--- src/rtl/k_and_s_control_unit.sv ---
// K&S 16-bit CPU control unit: a Moore sequencer that steps the datapath
// through fetch, decode and execute, with a parameterised RAM read latency.

package k_and_s_pkg;
  typedef enum logic [3:0] {
    I_NOP, I_LOAD, I_STORE, I_MOVE, I_ADD, I_SUB, I_AND, I_OR,
    I_BRANCH, I_BZERO, I_BNZERO, I_BNEG, I_BNNEG, I_BOV, I_BNOV, I_HALT
  } decoded_instruction_type;
endpackage

// state     | meaning
// ----------+---------------------------------------------------------
// S_FETCH   | addr_sel=0 for MEM_LATENCY cycles, ir_enable on last
// S_DECODE  | one idle cycle, latches decoded_instruction
// S_ALU     | ALU result written to register file (ADD/SUB/AND/OR/MOVE)
// S_LOAD_RD | addr_sel=1 for MEM_LATENCY cycles while RAM read settles
// S_LOAD_WR | RAM data written to register file
// S_STORE   | register data written to ram[mem_addr]
// S_BR      | PC update, branch taken if condition holds on live flags
// S_NOP     | PC update only
// S_HALT    | halt=1, left only through rst_n
module k_and_s_control_unit
  import k_and_s_pkg::*;
#(
  parameter int MEM_LATENCY = 1,
  parameter bit OV_SIGNED   = 1'b1,
  parameter int CNT_W       = 16
) (
  input  logic                    clk,
  input  logic                    rst_n,
  input  decoded_instruction_type decoded_instruction,
  input  logic                    zero_op,
  input  logic                    neg_op,
  input  logic                    unsigned_overflow,
  input  logic                    signed_overflow,
  output logic                    branch,
  output logic                    pc_enable,
  output logic                    ir_enable,
  output logic                    addr_sel,
  output logic                    c_sel,
  output logic [1:0]              operation,
  output logic                    write_reg_enable,
  output logic                    flags_reg_enable,
  output logic                    ram_write_enable,
  output logic                    halt,
  output logic [CNT_W-1:0]        instr_count
);

  typedef enum logic [3:0] {
    S_FETCH, S_DECODE, S_ALU, S_LOAD_RD, S_LOAD_WR, S_STORE, S_BR, S_NOP, S_HALT
  } state_t;

  localparam logic [1:0] LAT_LAST = 2'(MEM_LATENCY - 1);

  state_t                  r_state;
  state_t                  w_state_next;
  logic [1:0]              r_lat;
  logic [1:0]              w_lat_next;
  decoded_instruction_type r_instr;
  logic [CNT_W-1:0]        r_count;
  logic                    w_retire;
  logic                    w_lat_last;
  logic                    w_ov;
  logic                    w_br_cond;

  assign w_lat_last  = (r_lat == LAT_LAST);
  assign w_ov        = OV_SIGNED ? signed_overflow : unsigned_overflow;
  assign instr_count = r_count;

  // State, latency counter, latched instruction and retired-instruction count.
  always_ff @(posedge clk or negedge rst_n) begin
    if (!rst_n) begin
      r_state <= S_FETCH;
      r_lat   <= 2'd0;
      r_instr <= I_NOP;
      r_count <= '0;
    end else begin
      r_state <= w_state_next;
      r_lat   <= w_lat_next;
      if (r_state == S_DECODE) r_instr <= decoded_instruction;
      if (w_retire) r_count <= r_count + CNT_W'(1);
    end
  end

  // Branch condition evaluated on the flags present during the branch cycle.
  always_comb begin
    w_br_cond = 1'b0;
    case (r_instr)
      I_BRANCH: w_br_cond = 1'b1;
      I_BZERO:  w_br_cond = zero_op;
      I_BNZERO: w_br_cond = !zero_op;
      I_BNEG:   w_br_cond = neg_op;
      I_BNNEG:  w_br_cond = !neg_op;
      I_BOV:    w_br_cond = w_ov;
      I_BNOV:   w_br_cond = !w_ov;
      default:  w_br_cond = 1'b0;
    endcase
  end

  // Next-state selection and Moore output decode; outputs held low in reset.
  always_comb begin
    w_state_next     = r_state;
    w_lat_next       = r_lat;
    w_retire         = 1'b0;
    branch           = 1'b0;
    pc_enable        = 1'b0;
    ir_enable        = 1'b0;
    addr_sel         = 1'b0;
    c_sel            = 1'b0;
    operation        = 2'b00;
    write_reg_enable = 1'b0;
    flags_reg_enable = 1'b0;
    ram_write_enable = 1'b0;
    halt             = 1'b0;
    case (r_state)
      S_FETCH: begin
        if (w_lat_last) begin
          ir_enable    = 1'b1;
          w_lat_next   = 2'd0;
          w_state_next = S_DECODE;
        end else begin
          w_lat_next = r_lat + 2'd1;
        end
      end
      S_DECODE: begin
        case (decoded_instruction)
          I_ADD, I_SUB, I_AND, I_OR, I_MOVE:         w_state_next = S_ALU;
          I_LOAD:                                    w_state_next = S_LOAD_RD;
          I_STORE:                                   w_state_next = S_STORE;
          I_BRANCH, I_BZERO, I_BNZERO, I_BNEG,
          I_BNNEG, I_BOV, I_BNOV:                    w_state_next = S_BR;
          I_HALT:                                    w_state_next = S_HALT;
          default:                                   w_state_next = S_NOP;
        endcase
      end
      S_ALU: begin
        c_sel            = 1'b1;
        write_reg_enable = 1'b1;
        pc_enable        = 1'b1;
        // MOVE passes a|a through and must not disturb the flags.
        flags_reg_enable = (r_instr != I_MOVE);
        case (r_instr)
          I_ADD:   operation = 2'b01;
          I_SUB:   operation = 2'b10;
          I_AND:   operation = 2'b11;
          default: operation = 2'b00;
        endcase
        w_retire     = 1'b1;
        w_state_next = S_FETCH;
      end
      S_LOAD_RD: begin
        addr_sel = 1'b1;
        if (w_lat_last) begin
          w_lat_next   = 2'd0;
          w_state_next = S_LOAD_WR;
        end else begin
          w_lat_next = r_lat + 2'd1;
        end
      end
      S_LOAD_WR: begin
        addr_sel         = 1'b1;
        write_reg_enable = 1'b1;
        pc_enable        = 1'b1;
        w_retire         = 1'b1;
        w_state_next     = S_FETCH;
      end
      S_STORE: begin
        addr_sel         = 1'b1;
        ram_write_enable = 1'b1;
        pc_enable        = 1'b1;
        w_retire         = 1'b1;
        w_state_next     = S_FETCH;
      end
      S_BR: begin
        pc_enable    = 1'b1;
        branch       = w_br_cond;
        w_retire     = 1'b1;
        w_state_next = S_FETCH;
      end
      S_NOP: begin
        pc_enable    = 1'b1;
        w_retire     = 1'b1;
        w_state_next = S_FETCH;
      end
      S_HALT: begin
        halt = 1'b1;
      end
      default: begin
        w_lat_next   = 2'd0;
        w_state_next = S_FETCH;
      end
    endcase
    if (!rst_n) begin
      w_retire         = 1'b0;
      branch           = 1'b0;
      pc_enable        = 1'b0;
      ir_enable        = 1'b0;
      addr_sel         = 1'b0;
      c_sel            = 1'b0;
      operation        = 2'b00;
      write_reg_enable = 1'b0;
      flags_reg_enable = 1'b0;
      ram_write_enable = 1'b0;
      halt             = 1'b0;
    end
  end

endmodule

--- config.mk ---
export PLATFORM = sky130hd
export DESIGN_NAME = k_and_s_control_unit
export DESIGN_NICKNAME = d
export VERILOG_FILES = /design/src/rtl/k_and_s_control_unit.sv
export SDC_FILE = /design/constraint.sdc
export NUM_CORES = 1
export LEC_CHECK = 0
export BUFFER_PORTS_ARGS = -buffer_cell sky130_fd_sc_hd__buf_2
export CORE_UTILIZATION = 52
export DETAILED_ROUTE_END_ITERATION = 10
export MAX_ROUTING_LAYER = met4
export PLACE_DENSITY = 0.78
export SLEW_MARGIN = 0
export SYNTH_ARGS = -nofsm -noshare
export SYNTH_HDL_FRONTEND = slang
export SYNTH_SLANG_ARGS = --single-unit
--- constraint.sdc ---
create_clock -name clk -period 1.4 [get_ports clk]
set_input_delay 0.14 -clock clk [delete_from_list [all_inputs] [get_ports clk]]
set_output_delay 0.14 -clock clk [all_outputs]
set_load 0.05 [all_outputs]
==> results.toml, run 1 <==
[run_status]
status = "stopped before the end"
stop_stage = "5_1_grt"
tool.error = "[ERROR DPL-0033] detailed placement checks failed during check placement."

[floorplan]
start_util_pct = 54.5
io_pins = 37
num_rows = 19
die_height_um = 55.5
die_x_um = 55.5

[synth]
synth_seq_cells = 26
syn_nets = 163
avgSynthCellArea_um2 = 9.93
synth_top_area_share_pct = 43.7
synthTopCellsByCount = "26 x dfrtp_1, 17 x xnor2_1, 13 x nand2_1"
netlist_area_um2 = 1490
yosysMostFrequentCell = "dfrtp_1"
synth_top_area_cell = "dfrtp_1"
ys.flop_type = "dfrtp_1"
yosysUniqueCellTypes = 38
yosys-top-cells-area = "dfrtp_1 44%, xnor2_1 10%, mux2_2 3.8%"
syn-instance-count = 150
synth_edf_count = 0
yosysSeqAreaShare_pct = 43.7
yosysWarnings = 0
synthArstFlopShare_pct = 100

[cts]
cts-root-buf = "clkbuf_4"
cts.sinks = 26
numCtsBuffers = 3
cts_max_path_buffers = 2
cts-htree-levels = 1

[sta]
worstEpCategory = "top-level output"
grt-worst-endpoint = "operation[1]"

[place]
numPortBuffers = 35
hpwl_um = 2690
gp_congestion = 0.898

[global_routing]
grt_max_degree = 20
antenna_found_initial = 0
cell families after synthesis:
family / after synthesis / synth area share [%]
fa+ha+maj: 3 / 2.52
xor+xnor: 18 / 10.6
compound gates: 22 / 9.91
mux: 7 / 5.12
buf+inv: 11 / 3.69
simple gates: 63 / 24.5
flops: 26 / 43.7
timing repair:
item,CTS
pin swaps,15
hold endpoints to repair,7
cloned,1
gates resized for setup,70
setup endpoints to repair,31
hold buffers,2
buffers inserted,13
per-stage QoR:
step | TNS, ns | instances | setup slack, ns | utilization [%] | cell area (um^2)
detailed placement | -1.20 | 238 | -0.120 | 73.1 | 2000
CTS | -3.64 | 256 | -0.355 | 88.3 | 2410
global placement | -0.335 | 238 | -0.0707 | 73.1 | 2000
floorplan | -1.03 | 150 | -0.209 | - | 1630
==> inputs of run 2 (changes only) <==
--- a/config.mk
+++ b/config.mk
@@ -6,10 +6,9 @@
 export NUM_CORES = 1
 export LEC_CHECK = 0
 export BUFFER_PORTS_ARGS = -buffer_cell sky130_fd_sc_hd__buf_2
-export CORE_UTILIZATION = 52
+export CORE_UTILIZATION = 40
 export DETAILED_ROUTE_END_ITERATION = 10
-export MAX_ROUTING_LAYER = met4
-export PLACE_DENSITY = 0.78
+export PLACE_DENSITY_LB_ADDON = 0.15
 export SLEW_MARGIN = 0
 export SYNTH_ARGS = -nofsm -noshare
 export SYNTH_HDL_FRONTEND = slang
==> results.toml, run 2 <==
[run_status]
status = "complete, but fails checks"
violations = "setup timing"

[route]
drt_iter0_drc = 31
routed_wl_um = 4220
drc_errors = 0
routed-via-count = 1441
ant_nets = 0
wl_per_cell_um = 15.7
dr.pass1.iters = 4
vias_per_cell = 5.36

[synth]
avgSynthCellArea_um2 = 9.93
yosysWarnings = 0
synth_top_area_cell = "dfrtp_1"
netlist_area_um2 = 1490
yosysSeqAreaShare_pct = 43.7
yosys-top-cells-area = "dfrtp_1 44%, xnor2_1 10%, mux2_2 3.8%"
syn-instance-count = 150
ys.flop_type = "dfrtp_1"
synthArstFlopShare_pct = 100
synth_seq_cells = 26
synthTopCellsByCount = "26 x dfrtp_1, 17 x xnor2_1, 13 x nand2_1"
synth_edf_count = 0
yosysMostFrequentCell = "dfrtp_1"
syn_nets = 163
synth_top_area_share_pct = 43.7
yosysUniqueCellTypes = 38

[cells_and_area]
stdcell_count = 269
drive_gt1_share_pct = 57.0
final_common_cell = "buf_4"
antenna_cells = 0
largest_reg_flops = 16
finalNetCount = 237
fin_area_um2 = 2410
final-seq-area_um2 = 671
most-common-layout-cells = "28 x buf_4, 24 x buf_2, 16 x xnor2_1, 16 x dfrtp_2, 16 x buf_6"
multiInputGateArea_um2 = 1030
utilization_pct = 70.0
fillers = 265
area_delta_synth_final_pct = 61.8

[worst_setup_path]
endpoint_kind = "output pin"
rr_startpoint = "r_state[1]$_DFFE_PN0P_"
crit_type = "flip-flop to output pin"
rrSetupSlack_ns = -0.15
critPathMaxStageDelay_ns = 0.43
timing.rr.end = "instr_count[14]$_DFFE_PN0P_"
crit_fanout = 5
critPathBufInv = 1
r2r_cells = 6
startpoint_type = "flip-flop"
crit_family = "flip-flops"
crit_chain = "nor2b_4 -> nand2_2 -> a2111oi_4 -> buf_6"
worstPathArrival_ns = 1.56
crit_slowest_cell = "dfrtp_2"
crit_required_ns = 1.26

[cts]
cts_tree = "done"
cts-root-buf = "clkbuf_8"
cts_max_path_buffers = 2
cts.sinks = 26
clk_pin_slew_ns = 0.09
clkLatencyLatePin_ns = 0.27
numCtsBuffers = 3
cts-htree-levels = 1

[hold_path]
hp-start = "decoded_instruction[0]"
hp-class = "input port to flip-flop"
holdPathEnd = "r_instr[0]$_DFFE_PN0N_"
min_path_cells = 3

[flow_run]
max_cap_viol_count = 0

[sta]
finalCritPeriodShare_pct = 122
period_minus_slack_ns = 1.70
setup_viol = 29
skew_ns = 0.00261
worstMarginPinSlew_ns = 0.635
fmax_mhz = 587
slew_headroom_pct = 57.5
finalHoldViolCount = 0
grt_setup_unrepaired = "yes"
whs_ns = 0.136
setup_ws_ns = -0.302
finalMaxSlewViolations = 0

[floorplan]
die_x_um = 63.0
io_pins = 37
start_util_pct = 43.3
die_height_um = 63.0
num_rows = 21
dieArea_um2 = 3970
core_area_um2 = 3440

[global_routing]
antenna_found_initial = 0
busiest_layer = "met2"
grt_overflow_total = 0
grt_pass1_wl_um = 6670
met2_usage_pct = 37.5
grt_util_met1_pct = 27.1
grt_pass1_vias = 1409
track_usage_pct = 21.6
use_met3_pct = 2.37
grt_max_degree = 15

[place]
gp_congestion = 0.823
post_dp_cell_area_um2 = 2020
placed_cells = 252
hpwl_um = 2670
numPortBuffers = 35

[pwr]
p_leak_nw = 1.07
total_power_mw = 4.26
ir_drop_mv = 0.887
p_per_area_nw_per_um2 = 1770
## run 2: cell counts after synthesis
No cell type changed its count.
## run 2: what timing repair did
item	4_1_cts	5_1_grt
pin swaps	11	6
buffers inserted	6	5
hold buffers	2	0
endpoints found under the setup margin	29	34
resized for setup	36	30
endpoints found under the hold margin	12	0
gates cloned	1	0
## run 2: cell type report
type / count / area share (%)
Clock buffer: 4 / 1.87
Inverter: 6 / 0.934
Multi-Input combinational cell: 114 / 42.9
Sequential cell: 26 / 27.8
Tap cell: 46 / 2.39
Timing Repair Buffer: 73 / 24.1
## run 2: worst max-delay path by stage
stage | start | to | cells past startpoint
after CTS | r_state[0]$_DFFE_PN0P_ | branch | 4
after floorplan | r_state[2]$_DFFE_PN0P_ | operation[1] | 4
after global placement | r_state[0]$_DFFE_PN0P_ | halt | 4
final | r_state[1]$_DFFE_PN0P_ | branch | 4
after global routing | r_instr[2]$_DFFE_PN0N_ | branch | 5
after detailed placement | r_state[1]$_DFFE_PN0P_ | r_instr[3]$_DFFE_PN0N_ | 5
## run 2: power breakdown
group	leakage (nW)	total (mW)	internal, mW	switching [mW]
Combinational	0.725	2.65	1.24	1.41
Sequential	0.319	1.17	0.938	0.233
Clock	0.0228	0.441	0.204	0.237
## run 2: kinds of logic after synthesis
| kind of cell | synth area share, % |
|---|---|
| adders and majority gates | 2.52 |
| xor gates and xnor gates | 10.6 |
| DFF | 43.7 |
| buffers and inverters | 3.69 |
| muxes | 5.12 |
| and+or+nand+nor | 24.5 |
| AOI/OAI and AO/OA | 9.91 |
## run 2: worst reg2reg max path, cell delays in order (launching register included)
cell and delay, ns:
dfrtp_2 0.43, nor2b_4 0.25, buf_4 0.15, buf_6 0.10, o211a_4 0.21, nand4_1 0.13
xnor2_1 0.16
## run 2: stage by stage
stage	setup TNS [ns]	setup WS, ns
floorplan	-1.03	-0.209
global placement	-0.576	-0.0780
detailed placement	-1.10	-0.100
CTS	-3.44	-0.269
global route	-6.08	-0.368
finish	-4.51	-0.302
## run 2: per-layer routing
metal	wire [um]	up-vias
li1	-	683
met5	0	-
met2	2250	36
met4	117	0
met1	1720	709
met3	124	13
Power figures use the tool's default switching activity.
==> inputs of run 3 (changes only) <==
==> constraint.sdc (replaced) <==
create_clock -name clk -period 1.4 [get_ports clk]
set_input_delay 0 -clock clk [delete_from_list [all_inputs] [get_ports clk]]
set_output_delay 0 -clock clk [all_outputs]
set_load 0.05 [all_outputs]
==> results.toml, run 3 (synthesis results as in run 2) <==
[hold_path]
min_path_cells = 2
hp-class = "input port to flip-flop"

[worst_setup_path]
critPathBufInv = 1
endpoint_kind = "output pin"
critPathMaxStageDelay_ns = 0.47
crit_chain = "nor2b_4 -> nand2_2 -> a2111oi_4 -> buf_6"
crit_type = "flip-flop to output pin"
crit_family = "flip-flops"
crit_slowest_cell = "dfrtp_2"
crit_fanout = 5
crit_required_ns = 1.40
cp_num_cells = 4
r2r_cells = 6
startpoint_type = "flip-flop"
worstPathArrival_ns = 1.57

[global_routing]
grt_overflow_total = 0
grt_max_degree = 18
grt_pass1_vias = 1338
grt_pass1_wl_um = 6290
antenna_found_initial = 0
track_usage_pct = 20.4

[cells_and_area]
utilization_pct = 67.8
final_common_cell = "buf_4"
most-common-layout-cells = "26 x buf_4, 24 x buf_2, 17 x dfrtp_2"
area_delta_synth_final_pct = 56.6
largest_reg_flops = 16
drive_gt1_share_pct = 54.1
antenna_cells = 0
fin_area_um2 = 2330
finalNetCount = 234

[pwr]
p_leak_nw = 1.04
ir_drop_mv = 0.819
p_per_area_nw_per_um2 = 1760

[place]
dp_slack_ns = -0.0159
gp_congestion = 0.759
post_dp_cell_area_um2 = 1970
hpwl_um = 2770
numPortBuffers = 35

[floorplan]
num_rows = 21
dieArea_um2 = 3970
die_height_um = 63.0
core_area_um2 = 3440
io_pins = 37
die_x_um = 63.0
start_util_pct = 43.3

[sta]
tns_ns = -2.56
finalHoldViolCount = 0
finalMaxSlewViolations = 0
period_minus_slack_ns = 1.57
grt_setup_unrepaired = "yes"
worstMarginPinSlew_ns = 0.790
finalCritPeriodShare_pct = 112
skew_ns = 0.00559
slew_headroom_pct = 47.2
fmax_mhz = 637
setup_viol = 25
setup_ws_ns = -0.171
whs_ns = 0.0192

[route]
dr.pass1.iters = 4
vias_per_cell = 5.21
routed-via-count = 1386
drt_iter0_drc = 33
routed_wl_um = 3980
wl_per_cell_um = 15.0
drc_errors = 0
ant_nets = 0

[cts]
numCtsBuffers = 3
cts.sinks = 26
cts-htree-levels = 1
cts_max_path_buffers = 2
cts-root-buf = "clkbuf_8"
cts_tree = "done"
clkLatencyLatePin_ns = 0.27
clk_pin_slew_ns = 0.09

[flow_run]
max_cap_viol_count = 0

[run_status]
status = "complete, but fails checks"
violations = "setup timing"
-- run 3: cell types whose count changed in the layout (fill, tap and decap cells not counted), moves of 2 or more --
| cell | delta |
|---|---|
| inv_1 | -2 |
| buf_4 | -2 |
| nand3_2 | -2 |
| mux2_2 | +2 |
| inv_2 | +2 |
| nand3_1 | +2 |
| o21ai_0 | +2 |
| nand2b_1 | +3 |
| nand2b_4 | -3 |
| mux2_4 | -2 |
-- run 3: final timing paths --
path,from,end,slack (ns)
max,r_state[0]$_DFFE_PN0P_,branch,-0.17
min,decoded_instruction[1],r_instr[1]$_DFFE_PN0N_,0.02
max reg2reg,r_state[0]$_DFFE_PN0P_,instr_count[13]$_DFFE_PN0P_,-0.15
min reg2reg,instr_count[11]$_DFFE_PN0P_,instr_count[11]$_DFFE_PN0P_,0.48
max in group asynchronous,rst_n,r_state[3]$_DFFE_PN0P_,0.35
min in group asynchronous,rst_n,r_instr[0]$_DFFE_PN0N_,0.35
-- run 3: power by group --
group	internal [mW]	switching (mW)	total, mW
combinational	1.15	1.34	2.49
clock	0.203	0.225	0.428
sequential	0.940	0.247	1.19
total	2.29	1.81	4.10
-- run 3: what timing repair did --
action,4_1_cts,5_1_grt
resized for setup,36,23
hold buffers,2,0
pin swaps,5,6
endpoints found under the hold margin,26,0
setup buffers,3,10
endpoints found under the setup margin,15,29
-- run 3: layout make-up --
| class | count | area, um^2 |
|---|---|---|
| fill | 273 | 1110 |
| inverter | 6 | 22.5 |
| clock buffer | 4 | 45.0 |
| multi-input combinational | 113 | 976 |
| sequential | 26 | 672 |
| timing repair buffer | 71 | 561 |
| tap | 46 | 57.6 |
-- run 3: stage by stage --
stage	total power, mW	std cells
2_1_floorplan	2.52	150
3_3_place_gp	3.07	248
3_5_place_dp	3.12	248
4_1_cts	3.76	256
5_1_grt	4.33	266
6_report	4.10	266
-- run 3: per-layer routing --
layer | up-vias | wire length (um) | GRT usage, %
met4 | 0 | 37 | 7.85
met5 | - | 0 | 0
met3 | 5 | 122 | 3.10
met1 | 680 | 1720 | 24.7
met2 | 33 | 2100 | 35.8
li1 | 668 | - | -
